$ cat src/rtl/pipeline_pkg.sv
// pipeline_pkg: shared state enum, zero-register id and stall counter width for the pipeline interlock
package pipeline_pkg;
  typedef enum logic {RUN = 1'b0, MULDIV = 1'b1} state_t;
  localparam logic [4:0] REG_ZERO = 5'd0;
  localparam int STALL_W = 32;
endpackage

$ cat src/rtl/load_use_detect.sv
// load_use_detect: combinational load-use compare between the EX load destination and the ID sources
module load_use_detect
  import pipeline_pkg::*;
(
  input  logic       id_ex_mem_read,
  input  logic [4:0] id_ex_rt,
  input  logic [4:0] if_id_rs,
  input  logic [4:0] if_id_rt,
  input  logic       if_id_uses_rt,
  output logic       hazard
);
  assign hazard = id_ex_mem_read && id_ex_rt != REG_ZERO &&
                  (id_ex_rt == if_id_rs || (if_id_uses_rt && id_ex_rt == if_id_rt));
endmodule

$ cat src/rtl/pipeline_interlock.sv
// pipeline_interlock: PC/pipeline-register write and flush control for load-use, MUL/DIV (MULDIV_INTERLOCK_EN), mem freeze and branch flush
module pipeline_interlock
  import pipeline_pkg::*;
#(
  parameter int MULDIV_LAT = 4
) (
  input  logic               clk,
  input  logic               rst,
  input  logic [4:0]         if_id_rs,
  input  logic [4:0]         if_id_rt,
  input  logic               if_id_uses_rt,
  input  logic [4:0]         id_ex_rt,
  input  logic               id_ex_mem_read,
  input  logic               branch_taken,
  input  logic               muldiv_start,
  input  logic               mem_stall,
  output logic               pc_write,
  output logic               if_id_write,
  output logic               if_id_flush,
  output logic               id_ex_write,
  output logic               id_ex_flush,
  output logic               ex_mem_write,
  output logic               ex_mem_flush,
  output logic               mem_wb_write,
  output logic               muldiv_busy,
  output logic               muldiv_done,
  output logic [STALL_W-1:0] stall_cycles
);
  logic lu, md_stall, lus, br;
  load_use_detect u_lud (
    .id_ex_mem_read(id_ex_mem_read),
    .id_ex_rt(id_ex_rt),
    .if_id_rs(if_id_rs),
    .if_id_rt(if_id_rt),
    .if_id_uses_rt(if_id_uses_rt),
    .hazard(lu)
  );
`ifdef MULDIV_INTERLOCK_EN
  state_t state, state_n;
  logic [3:0] cnt, cnt_n;
  logic md_done;
  always_ff @(posedge clk) begin
    if (rst) begin
      state <= RUN;
      cnt <= '0;
    end else begin
      state <= state_n;
      cnt <= cnt_n;
    end
  end
  always_comb begin
    state_n = state;
    cnt_n = cnt;
    md_stall = 1'b0;
    md_done = 1'b0;
    if (state == MULDIV) begin
      md_stall = cnt > 4'd1;
      md_done = cnt == 4'd1;
      if (!mem_stall) begin
        cnt_n = cnt - 4'd1;
        state_n = cnt == 4'd1 ? RUN : MULDIV;
      end
    end else if (muldiv_start && !branch_taken) begin
      md_stall = 1'b1;
      if (!mem_stall) begin
        cnt_n = 4'(MULDIV_LAT - 1);
        state_n = MULDIV;
      end
    end
  end
  assign muldiv_busy = state == MULDIV;
  assign muldiv_done = md_done && !mem_stall;
`else
  localparam int unused_lat = MULDIV_LAT;
  logic unused_muldiv;
  assign unused_muldiv = muldiv_start;
  assign md_stall = 1'b0;
  assign muldiv_busy = 1'b0;
  assign muldiv_done = 1'b0;
`endif
  always_comb begin
    br = !mem_stall && !md_stall && branch_taken;
    lus = !mem_stall && !md_stall && !branch_taken && lu;
    pc_write = !(mem_stall || md_stall || lus);
    if_id_write = !(mem_stall || md_stall || lus);
    id_ex_write = !(mem_stall || md_stall);
    ex_mem_write = !mem_stall;
    mem_wb_write = !mem_stall;
    if_id_flush = br;
    id_ex_flush = br || lus;
    ex_mem_flush = !mem_stall && md_stall;
  end
  always_ff @(posedge clk) begin
    if (rst) stall_cycles <= '0;
    else if (!pc_write) stall_cycles <= stall_cycles + 1'b1;
  end
endmodule

$ cat config.mk
export PLATFORM = sky130hd
export DESIGN_NAME = pipeline_interlock
export DESIGN_NICKNAME = d
export VERILOG_FILES = /design/src/rtl/pipeline_pkg.sv /design/src/rtl/load_use_detect.sv /design/src/rtl/pipeline_interlock.sv
export SDC_FILE = /design/constraint.sdc
export NUM_CORES = 1
export LEC_CHECK = 0
export ABC_AREA = 1
export CAP_MARGIN = 20
export CELL_PAD_IN_SITES_DETAIL_PLACEMENT = 0
export CELL_PAD_IN_SITES_GLOBAL_PLACEMENT = 2
export CORE_MARGIN = 1
export CORE_UTILIZATION = 25
export DETAILED_ROUTE_END_ITERATION = 10
export GPL_ROUTABILITY_DRIVEN = 1
export PLACE_DENSITY = 0.85
export SETUP_SLACK_MARGIN = 0.2
export SKIP_CTS_REPAIR_TIMING = 1
export SLEW_MARGIN = 10
export SYNTH_ARGS = -nofsm -noshare
export SYNTH_HDL_FRONTEND = slang
export SYNTH_SLANG_ARGS = --single-unit
$ cat constraint.sdc
create_clock -name clk -period 1.8 [get_ports clk]
set_clock_uncertainty 0.05 [all_clocks]
set_input_delay 0.27 -clock clk [delete_from_list [all_inputs] [get_ports clk]]
set_output_delay 0.27 -clock clk [all_outputs]
set_load 0.01 [all_outputs]
# Word level (Yosys, flattened, before mapping)
# Index checks and enable logic that the tools add are counted.
# word_totals
reg_bits	32
word_cells	17
output_inout_bits	42
# classes
n_reduce_logical	13
eq_ne	2
n_addsub	1
# op_table
op	n
$add 32x1->32 const B	1
$eq 5x5->1	2
$logic_and 1x1->1	6
$reduce_bool 5->1	1
$logic_not 1->1	3
$logic_or 1x1->1	3

# Depth between registers and ports, before layout
# Gate-level depths: netlist of run 1.
# logic_depth
depth_word	7
mapped_depth	11

# By module
# From an unflattened synthesis of run 1, not the netlist that was laid out.
# unflattened
cells_unflattened	344
hier_area_um2	2075.7
# by_module_without_submodules
mod	cells_each	instances	seq_area_each_um2	area_per_inst_um2
pipeline_interlock	292	1	640.6	1869.3
load_use_detect	52	1	0.0	206.4

# Worst setup path after synthesis of run 1
# No wires, ideal clock.
# synth_path
path_type	flip-flop to flip-flop
from	reg stall_cycles[0]
to	reg stall_cycles[16]
path_stages_with_launch	10
arrival_ns	1.491
period_less_slack_ns	1.612
n_path_buf	1
setup_slack_ns	0.188
required_ns	1.680
cell_sequence	dfxtp_1 ha_1 buf_4 nand3_1 inv_1 nand2_2 nor2_1 xor2_1 nand2_1 a21oi_1
# synth_between
elab_chain_cells	1
# synth_lines
element	line	text
from (decl)	pipeline_interlock.sv:27	output logic [STALL_W-1:0] stall_cycles
from (signal assigned)	pipeline_interlock.sv:95	else if (!pc_write) stall_cycles <= stall_cycles + 1'b1;
$add 32x1->32	pipeline_interlock.sv:95	
# No other way between the ends.
# A chain may end at the register's enable or synchronous reset.

# Worst setup path in the final report of run 1
# layout_path
from	in mem_stall
to	out ex_mem_write
# layout_between
elab_chain_cells	1
# layout_lines
element	line	text
from (decl)	pipeline_interlock.sv:16	input logic mem_stall,
$logic_not 1->1	pipeline_interlock.sv:87	ex_mem_write = !mem_stall;
to (decl)	pipeline_interlock.sv:22	output logic ex_mem_write,
# No other way between the ends.

==> flow_summary.json, run 1 <==
{
  "ios": 64,
  "core-area_um2": 9280,
  "worst-path-max-fanout": 20,
  "yosysMostFrequentCell": "nand2_1",
  "routedWlPerCell_um": 12.8,
  "powerDensity_nw_per_um2": 440,
  "clk_pin_slew_ns": 0.07,
  "synth_flop_cell": "dfxtp_1",
  "synth_edf_count": 0,
  "grt_use_total_pct": 15.7,
  "dp_worst_setup_slack_ns": -0.442,
  "setup_tns_ns": 0,
  "max_freq_mhz": 632,
  "top_register": "stall_cycles",
  "synth_warnings": 0,
  "slew_violations": 0,
  "cap_violations": 0,
  "multi_input_area_um2": 1620,
  "worstSetupPathType": "in2out",
  "drc": 0,
  "htreeDepth": 2,
  "r2r_setup_slack_ns": 0.28,
  "synth.avg_cell_area_um2": 6.00,
  "gp_congestion": 0.946,
  "clk_latency_ns": 0.29,
  "finalCritPeriodShare_pct": 87.9,
  "irDropWorstVdd_mv": 0.212,
  "synth_area_um2": 2400,
  "vias": 2647,
  "ys_types": 24,
  "finalWirelength_um": 7650,
  "antenna_left": 0,
  "worstSetupStartpoint": "mem_stall",
  "status": "finished clean",
  "placed_cells": 586,
  "setup_viol": 0,
  "cts_tree": "yes",
  "grt_max_degree": 33,
  "cts_buffers": 5,
  "viasPerCell": 4.42,
  "gr-total-overflow": 0,
  "dp_hpwl_um": 5590,
  "grt_pass1_vias": 2537,
  "drive_gt1_share_pct": 20.0,
  "synth_top_area_cell": "dfxtp_1",
  "drt_iter0_markers": 84,
  "syn_inst": 401,
  "start_kind": "primary input",
  "area_growth_syn_to_layout_pct": 45.4,
  "period_minus_slack_ns": 1.58,
  "final_core_util_pct": 37.7,
  "start_util_pct": 25.9,
  "finalNonFillerCells": 599,
  "fin_nets": 492,
  "whs_ns": 0.465,
  "root_buffer": "clkbuf_8",
  "grt_first_pass_wirelength_um": 12300,
  "ys_ff_latch": 32,
  "total_power_mw": 1.54,
  "hold_viol_final": 0,
  "clock_path_buffers": 2,
  "synth-async-reset-ratio_pct": 0,
  "std_cell_rows": 35,
  "ys_top_cells_by_count": "nand2_1, nor2_1, nand3_1",
  "rr_startpoint": "stall_cycles[0]$_SDFFE_PP0P_",
  "fillCellCount": 1057,
  "critPathRequiredTime_ns": 1.48,
  "yosysSeqAreaShare_pct": 26.6,
  "finalInstanceArea_um2": 3500,
  "cts_sinks": 32,
  "dpl-instance-area_um2": 3160,
  "fp.dieH_um": 100,
  "antenna_found_initial": 0,
  "die_area_um2": 10000,
  "die_w_um": 100,
  "dr.pass1.iters": 5,
  "synth_top_area_share_pct": 26.6,
  "rsz0062_at_grt": "true",
  "setup_ws_ns": 0.217,
  "end_kind": "primary output",
  "reg_top3": "stall_cycles: 32 flops",
  "p_leak_nw": 1.69,
  "crit_arrival_ns": 1.26,
  "largest_register_ffs": 32,
  "hp-class": "reg2reg",
  "portBuffers": 59,
  "diodes": 0,
  "synthTopCellsByArea": "dfxtp_1, nand2_1, nand3_1",
  "seq_area_um2": 683,
  "hp-start": "stall_cycles[28]$_SDFFE_PP0P_"
}
-- cells by family after synthesis --
family,after synthesis,synth area share [%]
compound gates,32,6.76
xor+xnor,16,5.83
fa+ha+maj,1,0.520
buf+inv,47,9.52
flops,32,26.6
other cells,1,0.156
simple gates,272,50.6
-- layer usage --
metal | global-route usage (%) | wire, um | vias to the layer above
met5 | 0 | 0 | -
met4 | 4.12 | 69 | 0
met3 | 2.79 | 228 | 5
met2 | 27.5 | 3620 | 45
met1 | 19.9 | 3730 | 1203
li1 | - | - | 1394
-- area by class of cell --
class                      count  share of cell area, %
tap                          129                   4.62
clock buffer                   8                   2.58
timing repair buffer          78                   23.9
sequential                    32                   19.5
multi-input combinational    324                   46.2
inverter                      28                   3.19
-- path summary, 6_finish.rpt --
| check | to | depth (start not counted) |
|---|---|---|
| hold / removal | stall_cycles[28]$_SDFFE_PP0P_ | 2 |
| setup / recovery | ex_mem_write | 4 |
| hold reg to reg | stall_cycles[28]$_SDFFE_PP0P_ | 2 |
| setup reg to reg | stall_cycles[15]$_SDFFE_PP0P_ | 8 |
-- power by group --
part | switching [mW] | internal [mW] | total [mW]
logic | 0.117 | 0.105 | 0.222
clock network | 0.286 | 0.312 | 0.599
registers | 0.00766 | 0.709 | 0.716
-- worst max-delay path: stages --
cell	delay, ns
dlymetal6s2s_1	0.14
inv_2	0.07
buf_6	0.20
clkdlybuf4s50_1	0.57
-- cell usage in the layout (no fill, tap or decap), types with 5 or more instances in the layout --
master             n
clkdlybuf4s50_1   23
nand2_1          144
nor2_2             7
nor2_1            47
nand2_2            7
inv_2              7
dlymetal6s2s_1    34
nand3_1           40
a21oi_1           29
buf_4             16
xnor2_1            5
inv_1             19
xor2_1            10
nand3b_1          12
dfxtp_2           25
clkbuf_8           6
nor2_4             7
Power figures use the tool's default switching activity.
==> inputs of run 2 (changes only) <==
Settings changed: SKIP_CTS_REPAIR_TIMING 1 to not set.
==> run 2 against run 1 <==
Against the previous run:
- sequential cell count unchanged
- total power decreased by 1.9%
- sequential share of layout area increased by 1.0 points
- non-clock buffer count decreased by 1
- final cell count decreased by 0.17%
- fmax increased by 1.4%
- critical path depth decreased by 3
- setup slack improved by 0.023 ns
- clock power about the same
- via count increased by 0.57%
- largest power group unchanged
==> flow_summary.json, run 2 (synthesis gave the netlist of run 1 again) <==
{
  "status": "finished clean",
  "top_register": "stall_cycles",
  "gp_congestion": 0.946,
  "whs_ns": 0.464,
  "end_kind": "primary output",
  "clk_latency_ns": 0.29,
  "clock_path_buffers": 2,
  "grt_pass1_vias": 2525,
  "grt_first_pass_wirelength_um": 12400,
  "r2r_cells": 8,
  "area_growth_syn_to_layout_pct": 38.1,
  "cts_hold_buf": 0,
  "viasPerCell": 4.45,
  "critPathRequiredTime_ns": 1.48,
  "fp.dieH_um": 100,
  "slew_violations": 0,
  "hp-class": "reg2reg",
  "diodes": 0,
  "drt_iter0_markers": 73,
  "antenna_left": 0,
  "worstSetupPathType": "reg2out",
  "fin_nets": 491,
  "crit_arrival_ns": 1.24,
  "dp_hpwl_um": 5590,
  "start_util_pct": 25.9,
  "critPathTopFamily": "buffers and inverters",
  "max_freq_mhz": 641,
  "start_kind": "register",
  "hold_viol_final": 0,
  "finalWirelength_um": 7470,
  "clk_pin_slew_ns": 0.07,
  "crit_path_cell_trace": "clkdlybuf4s50_1",
  "die_area_um2": 10000,
  "cp_slowest_stage_delay_ns": 0.56,
  "critPathBufInv": 1,
  "root_buffer": "clkbuf_8",
  "path_depth": 1,
  "grt_use_total_pct": 15.8,
  "fillCellCount": 1073,
  "final_common_cell": "nand2_1",
  "largest_register_ffs": 32,
  "layout_common_cells": "nand2_1, nor2_1, nand3_1",
  "finalCritPeriodShare_pct": 86.7,
  "reg_top3": "stall_cycles: 32 flops",
  "htreeDepth": 2,
  "period_minus_slack_ns": 1.56,
  "dr.pass1.iters": 4,
  "cts_sinks": 32,
  "worst_path_max_delay_cell": "clkdlybuf4s50_1",
  "drive_gt1_share_pct": 20.9,
  "rsz0062_at_grt": "true",
  "std_cell_rows": 35,
  "vias": 2662,
  "antenna_found_initial": 0,
  "drc": 0,
  "routedWlPerCell_um": 12.5,
  "setup_viol": 0,
  "gr-total-overflow": 0,
  "cap_violations": 0,
  "powerDensity_nw_per_um2": 454,
  "worst-path-max-fanout": 5,
  "grt_max_degree": 33,
  "cts_tree": "yes",
  "ios": 64,
  "die_w_um": 100,
  "portBuffers": 59,
  "irDropWorstVdd_mv": 0.213,
  "cts_buffers": 5,
  "total_power_mw": 1.51,
  "p_leak_nw": 1.44,
  "core-area_um2": 9280,
  "hold_depth": 2
}
==> run 2: changes by cell type in the layout (fill, tap and decap cells not counted), moves of 3 or more <==
cell and delta:
dlygate4sd2_1 +19, clkbuf_2 +7, clkdlybuf4s50_1 -4, clkdlybuf4s15_1 +3
dlymetal6s2s_1 -27
==> run 2: layer usage <==
metal  vias to the layer above  GRT usage (%)  share of wire (%)
met2                        57           27.5                 46
li1                       1396              -                  -
met5                         -              0                  0
met4                         0           4.12               0.98
met1                      1203           20.3                 49
met3                         6           2.79                3.7
==> run 2: worst min-delay path, stage by stage (launching register included) <==
cell	delay, ns
dfxtp_2	0.34
nand3_1	0.08
a21oi_1	0.06
==> run 2: final timing paths <==
| path | from | to | slack (ns) |
|---|---|---|---|
| hold / removal | stall_cycles[28]$_SDFFE_PP0P_ | stall_cycles[28]$_SDFFE_PP0P_ | 0.46 |
| setup / recovery | stall_cycles[16]$_SDFFE_PP0P_ | stall_cycles[16] | 0.24 |
| hold reg to reg | stall_cycles[28]$_SDFFE_PP0P_ | stall_cycles[28]$_SDFFE_PP0P_ | 0.46 |
| setup reg to reg | stall_cycles[0]$_SDFFE_PP0P_ | stall_cycles[15]$_SDFFE_PP0P_ | 0.31 |
==> run 2: stage by stage <==
step	TNS, ns	instance area, um2	utilization [%]	setup WS, ns	cells
detailed placement	-8.67	3160	34.0	-0.442	586
global placement	-8.32	3160	34.0	-0.453	586
floorplan	0	2410	-	0.239	403
finish	0	3320	35.8	0.240	598
global route	0	3320	35.8	0.175	598
CTS	0	3270	35.2	0.204	595
==> run 2: repair_timing <==
| item | CTS | global route |
|---|---|---|
| pin swaps | 10 | 11 |
| buffers inserted | 1 | 3 |
| resized for setup | 77 | 42 |
| hold endpoints to repair | 0 | 0 |
| endpoints found under the setup margin | 66 | 48 |
==> run 2: layout make-up <==
| class | instances | area (um2) | area share, % |
|---|---|---|---|
| clock buffers | 8 | 90.1 | 2.71 |
| well taps | 129 | 161 | 4.86 |
| flip-flops and latches | 32 | 683 | 20.6 |
| inverters | 28 | 108 | 3.24 |
| multi-input cells | 324 | 1580 | 47.6 |
| repair buffers | 77 | 698 | 21.0 |
==> run 2: power by group <==
part | leakage, nW | internal (mW) | switching, mW
sequential | 0.273 | 0.709 | 0.00498
combinational | 1.12 | 0.0819 | 0.112
clock | 0.0455 | 0.312 | 0.287
total | 1.44 | 1.10 | 0.404
==> inputs of run 3 (changes only) <==
Settings changed: CORE_MARGIN 1 to 1.5, SLEW_MARGIN 10 to not set.
==> run 3 against run 2 <==
Against the previous run:
- first-iteration DRC count increased by 89%
- die area increased by 2.0%
- combinational power increased by 3%
- total power is 12% higher
==> flow_summary.json, run 3 (synthesis gave the netlist of run 1 again) <==
{
  "endpoint": "stall_cycles[27]",
  "reg_top3": "stall_cycles: 32 flops",
  "start_util_pct": 25.9,
  "critPathTopFamily": "buffers and inverters",
  "setup_tns_ns": 0,
  "dr.pass1.iters": 4,
  "end_kind": "primary output",
  "std_cell_rows": 35,
  "top_register": "stall_cycles",
  "r2r_setup_slack_ns": 0.28,
  "worstSetupPathType": "reg2out",
  "core-area_um2": 9280,
  "powerDensity_nw_per_um2": 502,
  "die_area_um2": 10200,
  "p_comb_share_pct": 11.8,
  "die_w_um": 101,
  "path_depth": 1,
  "switchingPower_mw": 0.406,
  "cap_violations": 0,
  "cts_sinks": 32,
  "worst-path-max-fanout": 5,
  "p_int_mw": 1.29,
  "drt_iter0_markers": 138,
  "finalInstanceArea_um2": 3370,
  "clk_pin_slew_ns": 0.07,
  "total_power_mw": 1.69,
  "critPathBufInv": 1,
  "cts_tree": "yes",
  "final_core_util_pct": 36.3,
  "finalCritPeriodShare_pct": 87.1,
  "rsz0062_at_grt": "true",
  "setup_viol": 0,
  "clkPwrFrac_pct": 45.9,
  "finalWirelength_um": 7400,
  "cp_slowest_stage_delay_ns": 0.56,
  "dp_hpwl_um": 5570,
  "gr-total-overflow": 0,
  "routedWlPerCell_um": 12.4,
  "grt_pass1_vias": 2517,
  "gp_congestion": 0.963,
  "start_kind": "register",
  "diodes": 0,
  "drive_gt1_share_pct": 21.2,
  "grt_use_total_pct": 15.3,
  "crit_path_cell_trace": "clkdlybuf4s50_1",
  "status": "finished clean",
  "vias": 2669,
  "rr_startpoint": "stall_cycles[0]$_SDFFE_PP0P_",
  "layout_common_cells": "nand2_1, nor2_1, nand3_1",
  "root_buffer": "clkbuf_8",
  "antenna_found_initial": 0,
  "period_minus_slack_ns": 1.57,
  "ios": 64,
  "fillCellCount": 1046,
  "max_freq_mhz": 638,
  "drc": 0,
  "htreeDepth": 2,
  "irDropWorstVdd_mv": 0.337,
  "worst_path_max_delay_cell": "clkdlybuf4s50_1",
  "grt_first_pass_wirelength_um": 12300,
  "r2r_cells": 8,
  "hold_viol_final": 0,
  "clk_latency_ns": 0.29,
  "antenna_left": 0,
  "viasPerCell": 4.47,
  "dpl-instance-area_um2": 3160,
  "p_sw_share_pct": 24.0,
  "hp-class": "reg2reg",
  "portBuffers": 59,
  "fp.dieH_um": 101,
  "largest_register_ffs": 32,
  "slew_violations": 0,
  "final_common_cell": "nand2_1",
  "area_growth_syn_to_layout_pct": 40.3,
  "grt_max_degree": 33,
  "fin_nets": 490,
  "seq_power_share_pct": 42.3,
  "critPathRequiredTime_ns": 1.48,
  "worstSetupStartpoint": "stall_cycles[27]$_SDFFE_PP0P_",
  "clock_path_buffers": 2,
  "crit_arrival_ns": 1.25,
  "r2r_end": "stall_cycles[15]$_SDFFE_PP0P_",
  "p_leak_nw": 1.48,
  "cts_buffers": 5
}
==> run 3: cell count changes in the layout (fill, tap and decap cells not counted), sizes merged <==
cell and delta:
bufinv +1, clkbuf -5, clkdlybuf4s15 +3, clkdlybuf4s50 -1, dlymetal6s2s +1
==> run 3: cell type report <==
type                            count  area [um2]  area share (%)
Clock buffer                        7        96.3            2.86
Clock inverter                      1        30.0           0.890
Inverter                           28         108            3.19
Multi-Input combinational cell    324        1590            47.2
Sequential cell                    32         676            20.0
Tap cell                          129         161            4.78
Timing Repair Buffer               76         711            21.1
==> run 3: power groups by stage <==
stage,Clock [mW],Sequential (mW),Combinational [mW]
after CTS,0.798,0.717,0.200
after floorplan,0,0.737,0.108
after global placement,0,0.734,0.210
after global routing,0.829,0.717,0.222
final,0.777,0.716,0.199
after detailed placement,0,0.734,0.209
==> run 3: repair_timing <==
item	in CTS	in global routing
hold buffers	0	0
setup endpoints to repair	66	39
resized for setup	82	35
hold endpoints to repair	0	0
buffers inserted	1	2
pin swaps	8	9
==> run 3: layer usage <==
metal  vias to the layer above  track usage (%)  share of wire [%]
li1                       1389                -                  -
met1                      1217             20.2                 48
met2                        56             26.3                 47
met3                         7             2.43                4.6
met4                         0             3.53                1.0
met5                         -                0                  0
==> run 3: worst min path at each step <==
stage	depth (start not counted)	start	endpoint	slack, ns
global route	2	stall_cycles[28]$_SDFFE_PP0P_	stall_cycles[28]$_SDFFE_PP0P_	0.49
global placement	2	stall_cycles[31]$_SDFFE_PP0P_	stall_cycles[31]$_SDFFE_PP0P_	0.46
finish	2	stall_cycles[28]$_SDFFE_PP0P_	stall_cycles[28]$_SDFFE_PP0P_	0.46
CTS	2	stall_cycles[12]$_SDFFE_PP0P_	stall_cycles[12]$_SDFFE_PP0P_	0.47
floorplan	3	rst	stall_cycles[0]$_SDFFE_PP0P_	0.37
detailed placement	2	stall_cycles[31]$_SDFFE_PP0P_	stall_cycles[31]$_SDFFE_PP0P_	0.46
==> run 3: per-stage QoR <==
step           cells  hold WS, ns  worst slack, ns
5_1_grt          597        0.488            0.177
2_1_floorplan    403        0.374            0.239
6_report         597        0.464            0.232
3_5_place_dp     586        0.464           -0.454
3_3_place_gp     586        0.456           -0.454
4_1_cts          595        0.472            0.209
